$ cat src/rtl/fifo_frame_reader_pkg.sv
// Shared types for the packet FIFO frame reader: framing states and the
// beat record carried through the output buffer.
package fifo_pkg;

    localparam int DATA_WIDTH_DEF = 8;
    localparam int LEN_WIDTH_DEF  = 16;

    typedef enum logic [1:0] {
        IDLE     = 2'd0,
        IN_FRAME = 2'd1,
        DROP     = 2'd2
    } state_t;

    typedef struct packed {
        logic [DATA_WIDTH_DEF-1:0] data;
        logic                      sof;
        logic                      eof;
        logic                      err;
        logic [LEN_WIDTH_DEF-1:0]  len;
    } beat_t;

endpackage

$ cat src/rtl/fifo_frame_reader_if.sv
// Bus bundles for the frame reader: the FIFO read port it drains and the
// valid/ready byte stream it presents downstream.
interface fifo_rd_if #(
    parameter int DATA_WIDTH = 8
);
    logic                  fifo_empty;
    logic                  fifo_rd_en;
    logic [DATA_WIDTH-1:0] fifo_dout;
    logic                  fifo_sof;
    logic                  fifo_eof;

    // master is the reader issuing strobes, slave is the FIFO
    modport master (input fifo_empty, output fifo_rd_en, input fifo_dout, input fifo_sof, input fifo_eof);
    modport slave  (output fifo_empty, input fifo_rd_en, output fifo_dout, output fifo_sof, output fifo_eof);
endinterface

interface frame_stream_if #(
    parameter int DATA_WIDTH = 8,
    parameter int LEN_WIDTH  = 16
);
    logic                  out_valid;
    logic                  out_ready;
    logic [DATA_WIDTH-1:0] out_data;
    logic                  out_sof;
    logic                  out_eof;
    logic                  out_err;
    logic [LEN_WIDTH-1:0]  out_len;

    modport master (output out_valid, input out_ready, output out_data, output out_sof,
                    output out_eof, output out_err, output out_len);
    modport slave  (input out_valid, output out_ready, input out_data, input out_sof,
                    input out_eof, input out_err, input out_len);
endinterface

$ cat src/rtl/fifo_frame_reader_skid_buf.sv
// Two-entry FIFO-ordered beat buffer; the writer guarantees there is always
// room, so there is no input-side ready.
module frame_skid_buf
    import fifo_pkg::*;
#(
    parameter type beat_type = fifo_pkg::beat_t
) (
    input  logic     clk,
    input  logic     srst,
    input  logic     in_valid,
    input  beat_type in_beat,
    output logic     out_valid,
    input  logic     out_ready,
    output beat_type out_beat,
    output logic [1:0] count
);

    logic       wr_ptr_reg;
    logic       rd_ptr_reg;
    logic [1:0] count_reg;
    logic       pop;

    assign pop       = out_valid && out_ready;
    assign out_valid = (count_reg != 2'd0);
    assign count     = count_reg;

    genvar gi;
    generate
        for (gi = 0; gi < 2; gi++) begin : g_entry
            beat_type entry_reg;
            always_ff @(posedge clk) begin
                if (srst) begin
                    entry_reg <= '0;
                end else if (in_valid && (wr_ptr_reg == 1'(gi))) begin
                    entry_reg <= in_beat;
                end
            end
        end
    endgenerate

    assign out_beat = rd_ptr_reg ? g_entry[1].entry_reg : g_entry[0].entry_reg;

    always_ff @(posedge clk) begin
        if (srst) begin
            wr_ptr_reg <= 1'b0;
            rd_ptr_reg <= 1'b0;
            count_reg  <= 2'd0;
        end else begin
            if (in_valid) begin
                wr_ptr_reg <= ~wr_ptr_reg;
            end
            if (pop) begin
                rd_ptr_reg <= ~rd_ptr_reg;
            end
            count_reg <= count_reg + {1'b0, in_valid} - {1'b0, pop};
        end
    end

endmodule

$ cat src/rtl/fifo_frame_reader.sv
// Drains sof/eof-tagged bytes from the packet FIFO, checks framing and
// length, and presents frames on a backpressured byte stream.
module fifo_frame_reader
    import fifo_pkg::*;
#(
    parameter int DATA_WIDTH    = DATA_WIDTH_DEF,
    parameter int LEN_WIDTH     = LEN_WIDTH_DEF,
    parameter int MAX_FRAME_LEN = 1500
) (
    input  logic                 rd_clk,
    input  logic                 reset,
    fifo_rd_if.master            fifo,
    frame_stream_if.master       stream,
    output logic [LEN_WIDTH-1:0] stat_drop_cnt
);

    typedef struct packed {
        logic [DATA_WIDTH-1:0] data;
        logic                  sof;
        logic                  eof;
        logic                  err;
        logic [LEN_WIDTH-1:0]  len;
    } frame_beat_t;

    localparam logic [LEN_WIDTH-1:0] MAX_LEN = LEN_WIDTH'(MAX_FRAME_LEN);

    state_t               state_reg, state_next;
    logic [LEN_WIDTH-1:0] len_reg, len_next, len_inc;
    logic [LEN_WIDTH-1:0] drop_cnt_reg, drop_cnt_next;
    logic                 inflight_reg;
    logic                 emit;
    logic                 drop_inc;
    frame_beat_t          beat;
    frame_beat_t          head;
    logic                 buf_valid;
    logic [1:0]           buf_count;
    logic                 pop;
    logic [1:0]           occupancy;

    // The beat leaving this cycle frees its slot before the new read lands,
    // which is what sustains one byte per cycle.
    assign pop             = buf_valid && stream.out_ready;
    assign occupancy       = buf_count + {1'b0, inflight_reg} - {1'b0, pop};
    assign fifo.fifo_rd_en = !reset && !fifo.fifo_empty && (occupancy < 2'd2);
    assign len_inc         = len_reg + LEN_WIDTH'(1);

    always_ff @(posedge rd_clk) begin
        if (reset) begin
            state_reg    <= IDLE;
            len_reg      <= '0;
            drop_cnt_reg <= '0;
            inflight_reg <= 1'b0;
        end else begin
            state_reg    <= state_next;
            len_reg      <= len_next;
            drop_cnt_reg <= drop_cnt_next;
            inflight_reg <= fifo.fifo_rd_en;
        end
    end

    always_comb begin
        state_next = state_reg;
        len_next   = len_reg;
        emit       = 1'b0;
        drop_inc   = 1'b0;
        beat       = '0;
        beat.data  = fifo.fifo_dout;
        if (inflight_reg) begin
            if (fifo.fifo_sof) begin
                // A sof inside a frame means the previous frame lost its tail.
                emit     = 1'b1;
                beat.sof = 1'b1;
                len_next = LEN_WIDTH'(1);
                if (state_reg == IN_FRAME) begin
                    beat.err = 1'b1;
                    drop_inc = 1'b1;
                end
                if (fifo.fifo_eof) begin
                    beat.eof   = 1'b1;
                    beat.len   = LEN_WIDTH'(1);
                    state_next = IDLE;
                end else begin
                    state_next = IN_FRAME;
                end
            end else if (state_reg == IN_FRAME) begin
                emit     = 1'b1;
                len_next = len_inc;
                if (fifo.fifo_eof) begin
                    beat.eof   = 1'b1;
                    beat.len   = len_inc;
                    state_next = IDLE;
                end else if (len_inc == MAX_LEN) begin
                    beat.eof   = 1'b1;
                    beat.err   = 1'b1;
                    beat.len   = len_inc;
                    drop_inc   = 1'b1;
                    state_next = DROP;
                end
            end else begin
                // Orphan bytes are counted once per run, on entry from IDLE.
                drop_inc   = (state_reg == IDLE);
                state_next = fifo.fifo_eof ? IDLE : DROP;
            end
        end
    end

    assign drop_cnt_next = (drop_inc && (drop_cnt_reg != '1)) ? drop_cnt_reg + LEN_WIDTH'(1)
                                                              : drop_cnt_reg;

    frame_skid_buf #(
        .beat_type (frame_beat_t)
    ) u_skid_buf (
        .clk       (rd_clk),
        .srst      (reset),
        .in_valid  (emit),
        .in_beat   (beat),
        .out_valid (buf_valid),
        .out_ready (stream.out_ready),
        .out_beat  (head),
        .count     (buf_count)
    );

    assign stream.out_valid = buf_valid;
    assign stream.out_data  = head.data;
    assign stream.out_sof   = head.sof;
    assign stream.out_eof   = head.eof;
    assign stream.out_err   = head.err;
    assign stream.out_len   = head.len;
    assign stat_drop_cnt    = drop_cnt_reg;

endmodule

$ cat src/flat_wrapper.sv
// flat-port wrapper written by rule: the top's interface ports become plain ports
module fifo_frame_reader_flat import fifo_pkg::*;
#(
    parameter int DATA_WIDTH    = DATA_WIDTH_DEF,
    parameter int LEN_WIDTH     = LEN_WIDTH_DEF,
    parameter int MAX_FRAME_LEN = 1500
)
  (rd_clk, reset, stat_drop_cnt, fifo_fifo_empty, fifo_fifo_rd_en, fifo_fifo_dout, fifo_fifo_sof, fifo_fifo_eof, stream_out_valid, stream_out_ready, stream_out_data, stream_out_sof, stream_out_eof, stream_out_err, stream_out_len);
  fifo_rd_if #(.DATA_WIDTH(DATA_WIDTH)) fifo_i ();
  frame_stream_if #(.DATA_WIDTH(DATA_WIDTH), .LEN_WIDTH(LEN_WIDTH)) stream_i ();
  input  logic rd_clk;
  input  logic reset;
  output logic [LEN_WIDTH-1:0] stat_drop_cnt;
  input wire logic [$bits(fifo_i.fifo_empty)-1:0] fifo_fifo_empty;
  output wire logic [$bits(fifo_i.fifo_rd_en)-1:0] fifo_fifo_rd_en;
  input wire logic [$bits(fifo_i.fifo_dout)-1:0] fifo_fifo_dout;
  input wire logic [$bits(fifo_i.fifo_sof)-1:0] fifo_fifo_sof;
  input wire logic [$bits(fifo_i.fifo_eof)-1:0] fifo_fifo_eof;
  output wire logic [$bits(stream_i.out_valid)-1:0] stream_out_valid;
  input wire logic [$bits(stream_i.out_ready)-1:0] stream_out_ready;
  output wire logic [$bits(stream_i.out_data)-1:0] stream_out_data;
  output wire logic [$bits(stream_i.out_sof)-1:0] stream_out_sof;
  output wire logic [$bits(stream_i.out_eof)-1:0] stream_out_eof;
  output wire logic [$bits(stream_i.out_err)-1:0] stream_out_err;
  output wire logic [$bits(stream_i.out_len)-1:0] stream_out_len;
  assign fifo_i.fifo_empty = fifo_fifo_empty;
  assign fifo_fifo_rd_en = fifo_i.fifo_rd_en;
  assign fifo_i.fifo_dout = fifo_fifo_dout;
  assign fifo_i.fifo_sof = fifo_fifo_sof;
  assign fifo_i.fifo_eof = fifo_fifo_eof;
  assign stream_out_valid = stream_i.out_valid;
  assign stream_i.out_ready = stream_out_ready;
  assign stream_out_data = stream_i.out_data;
  assign stream_out_sof = stream_i.out_sof;
  assign stream_out_eof = stream_i.out_eof;
  assign stream_out_err = stream_i.out_err;
  assign stream_out_len = stream_i.out_len;
  fifo_frame_reader #(.DATA_WIDTH(DATA_WIDTH), .LEN_WIDTH(LEN_WIDTH), .MAX_FRAME_LEN(MAX_FRAME_LEN)) u_core (.rd_clk(rd_clk), .reset(reset), .fifo(fifo_i), .stream(stream_i), .stat_drop_cnt(stat_drop_cnt));
endmodule
$ cat config.mk
export PLATFORM = sky130hd
export DESIGN_NAME = fifo_frame_reader_flat
export DESIGN_NICKNAME = d
export VERILOG_FILES = /design/src/rtl/fifo_frame_reader_pkg.sv /design/src/rtl/fifo_frame_reader_if.sv /design/src/rtl/fifo_frame_reader_skid_buf.sv /design/src/rtl/fifo_frame_reader.sv /design/src/flat_wrapper.sv
export SDC_FILE = /design/constraint.sdc
export NUM_CORES = 1
export LEC_CHECK = 0
export ABC_AREA = 1
export BUFFER_PORTS_ARGS = -buffer_cell sky130_fd_sc_hd__buf_2
export CAP_MARGIN = 0
export CORE_UTILIZATION = 40
export CTS_CLUSTER_SIZE = 28
export DETAILED_ROUTE_END_ITERATION = 12
export GPL_ROUTABILITY_DRIVEN = 0
export GPL_TIMING_DRIVEN = 0
export PLACE_DENSITY = 0.69
export SLEW_MARGIN = 20
export SYNTH_ARGS = -nofsm -noshare
export SYNTH_HDL_FRONTEND = slang
export SYNTH_HIERARCHICAL = 1
export SYNTH_SLANG_ARGS = --single-unit
$ cat constraint.sdc
create_clock -name rd_clk -period 2.45 [get_ports rd_clk]
set_clock_uncertainty 0.15 [all_clocks]
set_input_delay 0.49 -clock rd_clk [delete_from_list [all_inputs] [get_ports rd_clk]]
set_output_delay 0.49 -clock rd_clk [all_outputs]
set_load 0.1 [all_outputs]
# == Word level (Yosys, flattened, before mapping) ==
# Index checks and enable logic that the tools add are counted.
# op_classes
n_eq_ne,4
n_lt_le_gt_ge,1
bitwise_logic,2
reduce_logical,13
mux,27
n_addsub,6
# ops
op,count
18-bit two-way mux,3
16-bit two-way mux,3
"16-bit by 1-bit adder with 16-bit output, second input constant",2
27-bit two-way mux,1
19-bit two-way mux,1
"16-bit by 11-bit equality test with 1-bit output, second input constant",1
"16-bit inequality test, second input constant",1
1-bit two-way mux,14
2-bit two-way mux,5
1-bit logical AND,6
2-bit by 1-bit adder with 2-bit output,2
"4-bit inequality test, second input constant",1
2-bit AND reduction,2
2-bit nonzero test,2
2-bit by 1-bit subtractor with 2-bit output,2
"2-bit by 1-bit equality test with 1-bit output, second input constant",1
1-bit logical NOT,2
2-bit logical NOT,1
"2-bit less-than comparator, second input constant",1
1-bit NOT,2
# totals
word_cells,70
register_bits,93
output_inout_bits,45
input_bits,14

# == Depth between registers and ports, before layout ==
# logic_depth
depth_word,8
depth_mapped,16
ltp_nobuf,15

# == By module ==
# Netlist, hierarchy kept.
# by_module_without_submodules
module,instances,seq_area_each_um2,area_each_um2,cells_per_inst
frame_skid_buf,1,1161.1,2449.8,295
fifo_frame_reader,1,700.7,2272.2,368

# == Worst setup path after synthesis ==
# Ideal clock, no wire load.
# synth_timing
path_kind,register -> output
start,register u_core.u_skid_buf.count_reg[1] (netlist: u_core/u_skid_buf/count[1])
end,output port fifo_fifo_rd_en
path_slack_ns,-2.735
t_arrival_ns,4.545
path_stages_with_launch,8
t_required_ns,1.810
n_path_buf,0
cell_sequence,dfxtp_1 inv_1 nand2_1 nand2_1 inv_1 ha_1 o21a_1 nor4_1
# synth_via
elab_chain_cells,5
word_cells_on_any_way,6
classes_between,2 x add/sub; 1 x order compare; 3 x reduce/logical
# synth_lines
element,line_no,source
start: declaration,fifo_frame_reader_skid_buf.sv:20,logic [1:0] count_reg;
start signal: assignment,fifo_frame_reader_skid_buf.sv:55,"count_reg <= count_reg + {1'b0, in_valid} - {1'b0, pop};"
2-bit nonzero test,fifo_frame_reader_skid_buf.sv:24,assign out_valid = (count_reg != 2'd0);
net stream_out_valid,flat_wrapper.sv:19,output wire logic [$bits(stream_i.out_valid)-1:0] stream_out_valid;
1-bit logical AND,fifo_frame_reader.sv:42,assign pop = buf_valid && stream.out_ready;
2-bit by 1-bit subtractor with 2-bit output,fifo_frame_reader.sv:43,"assign occupancy = buf_count + {1'b0, inflight_reg} - {1'b0, pop};"
2-bit less-than comparator,fifo_frame_reader.sv:44,assign fifo.fifo_rd_en = !reset && !fifo.fifo_empty && (occupancy < 2'd2);
1-bit logical AND,fifo_frame_reader.sv:44,
end: declaration,flat_wrapper.sv:15,output wire logic [$bits(fifo_i.fifo_rd_en)-1:0] fifo_fifo_rd_en;
# The timed path passes the listed nets, and every way through them passes these cells.

# == Final worst setup path ==
# layout_timing
start,register u_core.u_skid_buf.count_reg[1] (netlist: u_core/u_skid_buf/count[1])
end,output port fifo_fifo_rd_en
# layout_via
elab_chain_cells,5
word_cells_on_any_way,6
classes_between,2 x add/sub; 1 x order compare; 3 x reduce/logical
# layout_lines
element,line_no
branches (longest 2 deep; another with 2-bit by 1-bit adder with 2-bit output),-
2-bit by 1-bit subtractor with 2-bit output (*),fifo_frame_reader.sv:43
2-bit less-than comparator (*),fifo_frame_reader.sv:44
1-bit logical AND (*),fifo_frame_reader.sv:44
# Mark *: on every way between the ends.

==> results.md <==
- Status: finished, violations left
- Failing checks: negative setup slack
- Hold WC Path Type: input port to flop
- CTS sink cnt: 93
- Drt via density: 5.107
- WP data required: 1.81 ns
- Design area: roughly 5800 sq um
- Pre-Repair DR Iteration Count: 5
- Routed len/inst: between 10 and 15 microns
- Total power: ~5.6 mW
- Final hold vios: 0
- Unrepaired setup endpoints after global routing: yes
- Inst Count DP: about 860
- Fraction of layout cells with a size suffix above 1: a little over a quarter
- Max reg flops: 54
- Crit Path Class: flop to primary output
- Leak: 2.374 nW
- Yosys warnings: 6
- Worst-Margin Slew: between 0.4 and 0.5 ns
- Mapped Area: 4722 sq um
- H-tree Lvls: 3
- Core area: 11470 sq um
- Crit-path max cell delay: 0.36 ns
- Gate Count Post-Synth: approximately 660
- Net Count, Synth: 683
- Internal power: 3.085 mW
- Drt drc: 0
- Die Y-Extent: 110.7 microns
- Hold Crit Depth: 2
- Worst slew margin: ~67%
- Vias: between 4000 and 5000
- WL final: about 12 mm
- CTS Buf Count: 9
- Crit-path cells: inv_4 > nand2_8 > nand2_4 > inv_4 > ha_4 > xor2_2 > o21a_1 > nor4_4 > buf_6
- Pin count of the biggest net entering global routing: 18
- Grt ovf: 0
- Starting Density: 41.18%
- Antenna fix cells: 0
- ANT nets after route: 0
- Syn_area_per_cell: just over 7 sq um
- Root Buffer: clkbuf_16
- Vias in the first global route: about 4200
- Maxcap violations: 0
- Die W: between 100 and 150 microns
- Power per cell area: ~970 nW/um^2
- Post-route insts no fill: between 800 and 900
- Post-synthesis sequential area ratio: around 39%
- Final setup vio count: 1
- First DRT Iteration DRCs: around 250
- Yosys reg bits: a little over 90
- Worst skew pair latency: 0.34 ns
- # rows: 39
- Max VDD drop: about 0.00067 V
- Ports: 59
- Sw frac: 44.66%
- Flop pwr share: 34.4%
- First-pass GRT wire length: 19.54 mm
- Core Util, Final: ~50%
- Netlist cell types: 38
- Clock Tree Buf Depth: 2
- Initial antenna violation count: 0
- Worst EP arrival: 1.88 ns
- Clock group share of total power: between 20% and 30%
- Dpl ws: -0.2455 ns
- Tcrit/Tclk final: 102.9%
- Logic gate share of total power: approximately two fifths
- Area growth, synth to finish: 22.05%
- Sw power: 2.490 mW
- Gr usage total: between 15 and 20%
- TritonCTS clock tree: built
- CP max-delay cell: dfxtp_4
- Min Tclk post-route: between 2 and 3 ns
- Hold buffer count at cts: 0
- Worst setup EP type: primary output
- R2R depth: 15
- Final hold slack: ~0.20 ns
- DP Wirelength: about 8.4 mm
- Die Area: between 10000 and 15000 sq um
- Critical Path Fanout Max: 4
- Layout Nets: 762
- PortBufs: 58
- Max Clk Rate: approximately 400 MHz
- Worst setup SP type: flop
- Placement Cell Area: ~5200 sq um
- Final setup TNS: -0.07157 ns
- CTS clk-pin slew, worst paths: 0.07 ns
- Final worst slack: -0.07157 ns
- Max Slew Vio Count: 0
- Cell mode on critical path: inv_4
## final cells by class
cell class / instances / area [sq um]
Fill cell: 1112 / 5704
Clock inverter: 6 / 55.05
Inverter: 49 / 201.4
Tap cell: 143 / 178.9
Multi-Input combinational cell: 492 / 2596
Clock buffer: 10 / 239.0
Buffer: 29 / 227.7
Sequential cell: 93 / 1893
Timing Repair Buffer: 68 / 371.6
## power groups by stage
stage | combinational, mW | clock, mW | sequential, mW
2_1_floorplan | 1.70 | 0 | 2.04
3_3_place_gp | 2.13 | 0 | 1.93
3_5_place_dp | 2.16 | 0 | 1.94
4_1_cts | 2.18 | 1.41 | 1.91
5_1_grt | 2.44 | 1.47 | 1.95
6_report | 2.28 | 1.37 | 1.92
## cells by family after synthesis
kind of cell    Yosys count  share of synthesized area (%)
simple gates            344                          30.95
compound gates          107                          11.61
xor+xnor                  8                          1.484
fa+ha+maj                 6                          1.590
buf+inv                  78                          8.506
flops                    93                          39.43
mux                      27                          6.439
## per-layer routing
| metal | routed length (microns) | track usage, % | vias to the layer above |
|---|---|---|---|
| met3 | 565 | 4.429 | 18 |
| li1 | - | - | 2308 |
| met1 | 5416 | 24.65 | 2099 |
| met5 | 0 | 0 | - |
| met2 | 5671 | 32.84 | 120 |
| met4 | 187 | 6.933 | 0 |
## synth_stat cells, drive strengths merged
cell type,count,area share (%)
nor2,180,15
nand2,99,8.4
dfxtp,93,39
o21ai,71,7.5
inv,47,3.9
nand3,43,5.0
a21oi,31,3.3
mux2,27,6.4
buf,16,3.3
clkbuf,13,1.1
nand4,7,0.93
nor3,7,0.85
ha,6,1.6
xor2,6,1.1
or2,4,0.53
clkinv,2,0.16
nand3b,2,0.32
nor4,2,0.26
o21bai,2,0.32
xnor2,2,0.37
a211oi,1,0.16
o211ai,1,0.16
o21a,1,0.16
## layout by cell type, fill, tap and decap left out, drive strengths merged
cell type  count
a211oi         1
or2            4
o21a           1
dfxtp         93
a21oi         31
xor2           6
nand4          7
xnor2          2
mux2          27
nor3           7
ha             6
inv           50
clkinv         3
nand3         43
nand2         99
o211ai         1
nor4           2
clkbuf        23
o21ai         71
clkinvlp       2
o21bai         2
nand3b         2
buf           84
nor2         180
## critical path: cells and delay by family, from the launching register on
family,cells,cell delay [ns]
AOI/OAI and AO/OA,1,0.14
xor gates and xnor gates,1,0.14
adders and majority gates,1,0.15
buffers and inverters,3,0.36
DFF,1,0.36
and+or+nand+nor,3,0.38
## final timing paths
| path | from | end | slack, ns |
|---|---|---|---|
| setup / recovery | u_core/u_skid_buf/count[1] | fifo_fifo_rd_en | -0.07 |
| hold / removal | fifo_fifo_empty | u_core/inflight_reg | 0.20 |
| setup reg to reg | u_core/len_reg[0] | u_core/stat_drop_cnt[12] | 0.10 |
| hold reg to reg | u_core/u_skid_buf/g_entry[1].entry_reg[11] | u_core/u_skid_buf/g_entry[1].entry_reg[11] | 0.32 |
## timing repair
action	in CTS	in global routing
resized for setup	20	31
setup endpoints to repair	65	65
setup buffers	2	8
hold endpoints to repair	0	0
pin swaps	3	14
No activity file was read; power rests on OpenSTA's default activity.
